## src/rtl/decode_stage_if.sv

```systemverilog
// Fetch-to-decode and decode-to-execute handshake bundle for decode_stage.
// The slave modport is the decode stage; master is the fetch/execute side.
interface decode_stage_if #(
    parameter int unsigned XLEN = 32
);
    logic            in_valid;
    logic            in_ready;
    logic [XLEN-1:0] in_pc;
    logic [31:0]     in_instr;

    logic            out_valid;
    logic            out_ready;
    logic [XLEN-1:0] out_pc;
    logic [4:0]      out_ra;
    logic [4:0]      out_rb;
    logic [4:0]      out_rd;
    logic [XLEN-1:0] out_imm;
    logic [2:0]      out_funct3;
    logic [11:0]     out_ctrl;
    logic            out_illegal;

    modport slave (
        input  in_valid, in_pc, in_instr, out_ready,
        output in_ready, out_valid, out_pc, out_ra, out_rb, out_rd,
               out_imm, out_funct3, out_ctrl, out_illegal
    );

    modport master (
        output in_valid, in_pc, in_instr, out_ready,
        input  in_ready, out_valid, out_pc, out_ra, out_rb, out_rd,
               out_imm, out_funct3, out_ctrl, out_illegal
    );
endinterface

```

## src/rtl/decode_stage.sv

```systemverilog
// RV32I decode stage: small instruction FIFO whose head entry is decoded combinationally
// into control fields and a sign-extended immediate.
module decode_stage #(
    parameter int unsigned XLEN          = 32,
    parameter int unsigned QUEUE_DEPTH   = 2,
    parameter bit          CHECK_ILLEGAL = 1'b1
) (
    input  logic           i_clk,
    input  logic           i_rst,
    input  logic           i_flush,
    decode_stage_if.slave  io_bus
);
    localparam int unsigned PtrW = (QUEUE_DEPTH > 1) ? $clog2(QUEUE_DEPTH) : 1;
    localparam int unsigned CntW = $clog2(QUEUE_DEPTH + 1);

    localparam logic [6:0] OpLui    = 7'b0110111;
    localparam logic [6:0] OpAuipc  = 7'b0010111;
    localparam logic [6:0] OpJal    = 7'b1101111;
    localparam logic [6:0] OpJalr   = 7'b1100111;
    localparam logic [6:0] OpBranch = 7'b1100011;
    localparam logic [6:0] OpLoad   = 7'b0000011;
    localparam logic [6:0] OpStore  = 7'b0100011;
    localparam logic [6:0] OpImm    = 7'b0010011;
    localparam logic [6:0] OpReg    = 7'b0110011;
    localparam logic [6:0] OpFence  = 7'b0001111;
    localparam logic [6:0] OpSystem = 7'b1110011;

    logic [XLEN-1:0] r_pc_mem    [QUEUE_DEPTH];
    logic [31:0]     r_instr_mem [QUEUE_DEPTH];
    logic [PtrW-1:0] r_wr_ptr;
    logic [PtrW-1:0] r_rd_ptr;
    logic [CntW-1:0] r_count;

    logic w_in_ready;
    logic w_out_valid;
    logic w_push;
    logic w_pop;

    assign w_in_ready  = !i_rst && (r_count < CntW'(QUEUE_DEPTH));
    assign w_out_valid = !i_rst && (r_count != '0);
    assign w_push      = io_bus.in_valid && w_in_ready;
    assign w_pop       = w_out_valid && io_bus.out_ready;

    always_ff @(posedge i_clk) begin
        if (w_push) begin
            r_pc_mem[r_wr_ptr]    <= io_bus.in_pc;
            r_instr_mem[r_wr_ptr] <= io_bus.in_instr;
        end
    end

    // Flush shares the reset path so a same-cycle push is discarded.
    always_ff @(posedge i_clk) begin
        if (i_rst || i_flush) begin
            r_wr_ptr <= '0;
            r_rd_ptr <= '0;
            r_count  <= '0;
        end else begin
            if (w_push) begin
                r_wr_ptr <= (r_wr_ptr == PtrW'(QUEUE_DEPTH - 1)) ? '0 : r_wr_ptr + 1'b1;
            end
            if (w_pop) begin
                r_rd_ptr <= (r_rd_ptr == PtrW'(QUEUE_DEPTH - 1)) ? '0 : r_rd_ptr + 1'b1;
            end
            if (w_push && !w_pop) begin
                r_count <= r_count + 1'b1;
            end else if (w_pop && !w_push) begin
                r_count <= r_count - 1'b1;
            end
        end
    end

    logic [31:0] w_instr;
    logic [6:0]  w_opcode;
    logic [2:0]  w_funct3;
    logic [31:0] w_imm32;
    logic [11:0] w_ctrl;
    logic        w_illegal;
    logic        w_known;

    assign w_instr  = r_instr_mem[r_rd_ptr];
    assign w_opcode = w_instr[6:0];
    assign w_funct3 = w_instr[14:12];

    always_comb begin
        logic is_lui, is_auipc, is_jal, is_jalr, is_br, is_ld, is_st, is_opi, is_op;
        is_lui   = (w_opcode == OpLui);
        is_auipc = (w_opcode == OpAuipc);
        is_jal   = (w_opcode == OpJal);
        is_jalr  = (w_opcode == OpJalr);
        is_br    = (w_opcode == OpBranch);
        is_ld    = (w_opcode == OpLoad);
        is_st    = (w_opcode == OpStore);
        is_opi   = (w_opcode == OpImm);
        is_op    = (w_opcode == OpReg);
        w_known  = is_lui || is_auipc || is_jal || is_jalr || is_br || is_ld || is_st ||
                   is_opi || is_op || (w_opcode == OpFence) || (w_opcode == OpSystem);

        w_ctrl = {
            is_auipc || is_jal || is_br,
            !is_op,
            is_ld || is_st,
            is_st,
            is_br,
            is_jal || is_jalr,
            is_jalr,
            is_lui,
            (is_op && w_instr[30]) || ((is_op || is_opi) && w_funct3[1]),
            w_instr[30],
            w_funct3[1],
            w_funct3[0]
        };

        // I-format is the fallback, covering JALR, LOAD, OP-IMM, FENCE and SYSTEM.
        w_imm32 = {{20{w_instr[31]}}, w_instr[31:20]};
        if (is_lui || is_auipc) begin
            w_imm32 = {w_instr[31:12], 12'b0};
        end else if (is_jal) begin
            w_imm32 = {{12{w_instr[31]}}, w_instr[19:12], w_instr[20], w_instr[30:21], 1'b0};
        end else if (is_br) begin
            w_imm32 = {{20{w_instr[31]}}, w_instr[7], w_instr[30:25], w_instr[11:8], 1'b0};
        end else if (is_st) begin
            w_imm32 = {{21{w_instr[31]}}, w_instr[30:25], w_instr[11:7]};
        end else if (is_op) begin
            w_imm32 = '0;
        end

        w_illegal = CHECK_ILLEGAL && ((w_instr[1:0] != 2'b11) || !w_known ||
                    (is_op && (w_instr[31:25] != 7'b0000000) && (w_instr[31:25] != 7'b0100000)));
    end

    // Outputs read as zero whenever nothing is presented, including during reset.
    always_comb begin
        io_bus.in_ready    = w_in_ready;
        io_bus.out_valid   = w_out_valid;
        io_bus.out_pc      = '0;
        io_bus.out_ra      = '0;
        io_bus.out_rb      = '0;
        io_bus.out_rd      = '0;
        io_bus.out_imm     = '0;
        io_bus.out_funct3  = '0;
        io_bus.out_ctrl    = '0;
        io_bus.out_illegal = 1'b0;
        if (w_out_valid) begin
            io_bus.out_pc      = r_pc_mem[r_rd_ptr];
            io_bus.out_ra      = (w_opcode == OpLui) ? 5'd0 : w_instr[19:15];
            io_bus.out_rb      = w_instr[24:20];
            io_bus.out_rd      = w_instr[11:7];
            io_bus.out_imm     = XLEN'($signed(w_imm32));
            io_bus.out_funct3  = w_funct3;
            io_bus.out_ctrl    = w_ctrl;
            io_bus.out_illegal = w_illegal;
        end
    end
endmodule
```

## src/flat_wrapper.sv

```systemverilog
// flat-port wrapper written by rule: the top's interface ports become plain ports
module decode_stage_flat 
#(
    parameter int unsigned XLEN          = 32,
    parameter int unsigned QUEUE_DEPTH   = 2,
    parameter bit          CHECK_ILLEGAL = 1'b1
)
  (i_clk, i_rst, i_flush, io_bus_in_valid, io_bus_in_pc, io_bus_in_instr, io_bus_out_ready, io_bus_in_ready, io_bus_out_valid, io_bus_out_pc, io_bus_out_ra, io_bus_out_rb, io_bus_out_rd, io_bus_out_imm, io_bus_out_funct3, io_bus_out_ctrl, io_bus_out_illegal);
  decode_stage_if #(.XLEN(XLEN)) io_bus_i ();
  input  logic i_clk;
  input  logic i_rst;
  input  logic i_flush;
  input wire logic [$bits(io_bus_i.in_valid)-1:0] io_bus_in_valid;
  input wire logic [$bits(io_bus_i.in_pc)-1:0] io_bus_in_pc;
  input wire logic [$bits(io_bus_i.in_instr)-1:0] io_bus_in_instr;
  input wire logic [$bits(io_bus_i.out_ready)-1:0] io_bus_out_ready;
  output wire logic [$bits(io_bus_i.in_ready)-1:0] io_bus_in_ready;
  output wire logic [$bits(io_bus_i.out_valid)-1:0] io_bus_out_valid;
  output wire logic [$bits(io_bus_i.out_pc)-1:0] io_bus_out_pc;
  output wire logic [$bits(io_bus_i.out_ra)-1:0] io_bus_out_ra;
  output wire logic [$bits(io_bus_i.out_rb)-1:0] io_bus_out_rb;
  output wire logic [$bits(io_bus_i.out_rd)-1:0] io_bus_out_rd;
  output wire logic [$bits(io_bus_i.out_imm)-1:0] io_bus_out_imm;
  output wire logic [$bits(io_bus_i.out_funct3)-1:0] io_bus_out_funct3;
  output wire logic [$bits(io_bus_i.out_ctrl)-1:0] io_bus_out_ctrl;
  output wire logic [$bits(io_bus_i.out_illegal)-1:0] io_bus_out_illegal;
  assign io_bus_i.in_valid = io_bus_in_valid;
  assign io_bus_i.in_pc = io_bus_in_pc;
  assign io_bus_i.in_instr = io_bus_in_instr;
  assign io_bus_i.out_ready = io_bus_out_ready;
  assign io_bus_in_ready = io_bus_i.in_ready;
  assign io_bus_out_valid = io_bus_i.out_valid;
  assign io_bus_out_pc = io_bus_i.out_pc;
  assign io_bus_out_ra = io_bus_i.out_ra;
  assign io_bus_out_rb = io_bus_i.out_rb;
  assign io_bus_out_rd = io_bus_i.out_rd;
  assign io_bus_out_imm = io_bus_i.out_imm;
  assign io_bus_out_funct3 = io_bus_i.out_funct3;
  assign io_bus_out_ctrl = io_bus_i.out_ctrl;
  assign io_bus_out_illegal = io_bus_i.out_illegal;
  decode_stage #(.XLEN(XLEN), .QUEUE_DEPTH(QUEUE_DEPTH), .CHECK_ILLEGAL(CHECK_ILLEGAL)) u_core (.i_clk(i_clk), .i_rst(i_rst), .i_flush(i_flush), .io_bus(io_bus_i));
endmodule
```

## config.mk

```make
export PLATFORM = sky130hd
export DESIGN_NAME = decode_stage_flat
export DESIGN_NICKNAME = d
export VERILOG_FILES = /design/src/rtl/decode_stage_if.sv /design/src/rtl/decode_stage.sv /design/src/flat_wrapper.sv
export SDC_FILE = /design/constraint.sdc
export NUM_CORES = 1
export LEC_CHECK = 0
export ABC_AREA = 1
export BUFFER_PORTS_ARGS = -buffer_cell sky130_fd_sc_hd__buf_4
export CORE_UTILIZATION = 30
export DETAILED_ROUTE_END_ITERATION = 10
export PLACE_DENSITY = 0.61
export SLEW_MARGIN = 20
export SYNTH_ARGS = -nofsm -noshare
export SYNTH_HDL_FRONTEND = slang
export SYNTH_SLANG_ARGS = --single-unit
```

## constraint.sdc

```tcl
create_clock -name i_clk -period 4.3 [get_ports i_clk]
set_input_delay 0.215 -clock i_clk [delete_from_list [all_inputs] [get_ports i_clk]]
set_output_delay 0.215 -clock i_clk [all_outputs]
set_load 0.01 [all_outputs]
```

==> impl_results.md <==
* Result of the run: finished, final reports clean
* Number of distinct library cell variants in the gate-level netlist after synthesis at 33
* Combined flip-flop and latch cell area at 3950 um2
* Antenna violations before repair at 0
* Share of synthesized cell area in full adder, half adder and majority cells at 0.206%
* Register area share after synthesis at 64.9%
* Clock slew at the register clock pins of the worst setup and hold paths at roughly 0.060 ns
* Share of synthesized cell area in and, or, nand and nor gates at approximately a fifth
* Syn-to-layout area delta at 45.1%
* Number of clock sinks at 133
* Count of inserted antenna diode cells at 0
* X dimension of the die at 144 um
* Leakage power at 3.97 nW
* Register bit total from synthesis at 133
* Pre-CTS setup slack at 1.49 ns
* Cell Area, Synth at roughly 6000 um2
* Post-detailed-placement half-perimeter wirelength at 11.0 mm
* Max FO, Critical Path at 33
* CP startpoint kind: register
* Initial core utilization at 30.9%
* Met1 layer usage reported by global route at 18.6%
* Routing layer with the top usage in global route: met2
* Top cell family by delay on the critical path: simple AND/OR/NAND/NOR gates
* # fillers at 1919
* Final Hold Viols at 0
* Inserted Clock Buffers at 17
* Setup-failing EPs final at 0
* Post-synth EDFFs at roughly 130
* Stage delay of the slowest cell on the critical path at 0.67 ns
* Standard cell with the maximum stage delay on the critical path: sky130_fd_sc_hd__nor2_2
* Number of cells in the finished layout apart from fillers at approximately 1100
* Category of the critical setup timing path: register to output port
* Compound-Gate Fraction of Synth Area at under 10%
* Area occupied by multi-input gates at 1750 um2
* Fraction of layout cells with a size suffix above 1 at 31.0%
* Design Power at 3.21 mW
* Routability cong. at 0.874
* Number of max-cap violations at 0
* Number of buffer and inverter stages on the critical path at 2
* Post-synthesis mux area share at ~2.6%
* Final number of max-transition violations at 0
* CTS H-Tree Depth at 4
* Min Clock Period, post-route at between 3 and 4 ns
* FFs w/ async S/R, synth at 0%
* Global Route met2 Usage at 28.2%
* CTS tree: done
* First-pass GRT wire length at roughly 25 mm
* Power density over the cells at 364 nW/um2
* Critical path arrival at 3.00 ns
* Via density per instance at 4.32
* Clock buffer depth at 2
* Initial detailed-routing violation count at 212
* Ordered list of cells on the worst path: inv_2 > nand2_1 > nand2_1 > nand3_4 > a21oi_4 > nor2_2 > and2_1 > buf_4
* Largest net degree at the start of global routing at 44
* Peak VDD IR at 260 uV
* Die Y at 144 um
* Die ar. at 20800 um2
* Syn_nets at 650
* Post-route worst hold slack at between 0.1 and 0.15 ns
* Dominant register cell in the synthesized netlist: sky130_fd_sc_hd__edfxtp_1
* Reg-to-reg startpoint: u_core.r_count[1]$_SDFFE_PP0P_
* Post-Layout Inst Area at 8820 um2
* Site row count at 51
* Vias post-DR at 4700
* Category of the worst setup path capture point: output port
* RSZ-0062 raised after global routing: no
* Overall Global Routing Usage at around 16%
* Actual slew at the worst max-slew pin at 0.958 ns
* Tcrit/Tclk final at 74.8%
* Worst path setup slack after routing at 1.08 ns
* Cell area after placement at between 7000 and 8000 um2
* Cell repeated most along the worst path: sky130_fd_sc_hd__nand2_1
* Max_slew headroom at 36.0%
* Mean Syn Cell Area at 10.5 um2
* Area inside the core boundary at 19700 um2
* Setup clock skew after layout at ~0.011 ns
* Main combinational cell family by area after synthesis: simple AND/OR/NAND/NOR gates
* Timing-limited maximum frequency at 311 MHz
* Worst-skew pair later-pin latency at 0.41 ns
* Post-route antenna net violation count at 0
* Class of the most critical hold timing path: input port to register
* XOR/XNOR Fraction of Synth Area at 0.144%
* Total DRC errors in the routed layout at 0
* Post-synthesis instance total at 580
* Req. time, crit path at a little over 4 ns
* Number of buffers inserted by post-CTS setup repair at 0
* Number of top-level pins at 166
* Routed wirelength normalized by instance count at 14.9 um
* Number of global-route vias before repair at around 4700
* Warning count from the yosys run at 0
* Detailed-route wire length at 16.2 mm
* Hold Path Origin: i_flush
* Dpl cells at 992
* GRT Residual Overflow at 0
* Master cell of the clock root buffer: sky130_fd_sc_hd__clkbuf_16
* Detailed-router iteration count before antenna repair at 4
* Number of buffers inserted by port buffering at 165
* Setup tns final at 0 ns
* Met3 usage at slightly below 6%
* Utilization of the core after routing at between 40% and 50%
* Final #Nets at 880
-- layer usage --
layer / wire, um / up-vias
met5: 0 / -
met4: 303 / 0
met3: 1100 / 21
met2: 7850 / 158
met1: 6960 / 2162
li1: - / 2359
-- final timing paths --
path	endpoint	slack, ns	cells past startpoint
worst max-delay path	io_bus_out_imm[2]	1.08	8
worst min-delay path	u_core.r_count[0]$_SDFFE_PP0P_	0.14	3
worst max register to register	u_core.r_instr_mem[1][14]$_DFFE_PP_	2.06	4
worst min register to register	u_core.r_count[0]$_SDFFE_PP0P_	0.49	2
-- where the power goes --
part           internal [mW]  switching (mW)  total, mW
clock network          0.928           0.514       1.44
logic                  0.142           0.151      0.293
registers               1.46          0.0103       1.47
-- flip-flops by register name, summed over array words and instances (netlist names), named ones only --
signal	flops
u_core.r_count	2
u_core.r_instr_mem	64
u_core.r_pc_mem	64
u_core.r_rd_ptr	1
u_core.r_wr_ptr	1
-- cell families (layout without fill, tap and decap cells) --
family,count (synthesis),count (layout)
adders and majority gates,1,1
buffers and inverters,96,339
xor gates and xnor gates,1,1
DFF,133,133
muxes,16,16
AOI/OAI and AO/OA,45,45
and+or+nand+nor,288,288
-- cell usage after synthesis, types with 5 or more instances --
| library cell | n | area (um2) |
|---|---|---|
| sky130_fd_sc_hd__nor2_2 | 6 | 37.5 |
| sky130_fd_sc_hd__buf_2 | 6 | 30.0 |
| sky130_fd_sc_hd__mux2i_1 | 16 | 160 |
| sky130_fd_sc_hd__buf_4 | 5 | 37.5 |
| sky130_fd_sc_hd__nor2_1 | 35 | 131 |
| sky130_fd_sc_hd__dfxtp_1 | 5 | 100 |
| sky130_fd_sc_hd__edfxtp_1 | 128 | 3840 |
| sky130_fd_sc_hd__clkbuf_1 | 8 | 30.0 |
| sky130_fd_sc_hd__nand2_1 | 203 | 762 |
| sky130_fd_sc_hd__a21oi_1 | 15 | 75.1 |
| sky130_fd_sc_hd__nor3_1 | 8 | 40.0 |
| sky130_fd_sc_hd__inv_2 | 12 | 45.0 |
| sky130_fd_sc_hd__o21ai_2 | 12 | 105 |
| sky130_fd_sc_hd__nand2_2 | 9 | 56.3 |
| sky130_fd_sc_hd__o21ai_0 | 9 | 45.0 |
| sky130_fd_sc_hd__inv_1 | 60 | 225 |
-- what timing repair did --
item | 4_1_cts | 5_1_grt
resized for setup | 0 | 0
endpoints found under the hold margin | 126 | 2
hold buffers | 63 | 1
-- worst min-delay path: cells and delay by family --
kind / cells / cell delay, ns
AOI/OAI and AO/OA: 1 / 0.05
buffers and inverters: 1 / 0.08
and+or+nand+nor: 1 / 0.16
-- cells in the final DEF (no fill, tap or decap), types with 14 or more instances in the layout --
cell | Yosys | layout
sky130_fd_sc_hd__nor2_1 | 35 | 33
sky130_fd_sc_hd__mux2i_1 | 16 | 16
sky130_fd_sc_hd__buf_4 | 5 | 170
sky130_fd_sc_hd__dlygate4sd3_1 | 0 | 64
sky130_fd_sc_hd__a21oi_1 | 15 | 14
sky130_fd_sc_hd__inv_1 | 60 | 60
sky130_fd_sc_hd__edfxtp_1 | 128 | 128
sky130_fd_sc_hd__clkbuf_16 | 0 | 17
sky130_fd_sc_hd__nand2_1 | 203 | 203
-- cell type report --
| type | count | area share [%] |
|---|---|---|
| clock buffer | 24 | 5.23 |
| multi-input combinational | 351 | 19.8 |
| tap | 265 | 3.76 |
| timing repair buffer | 235 | 22.0 |
| sequential | 133 | 44.8 |
| clock inverter | 8 | 1.43 |
| inverter | 72 | 3.06 |
(Power assumes the default switching activity.)
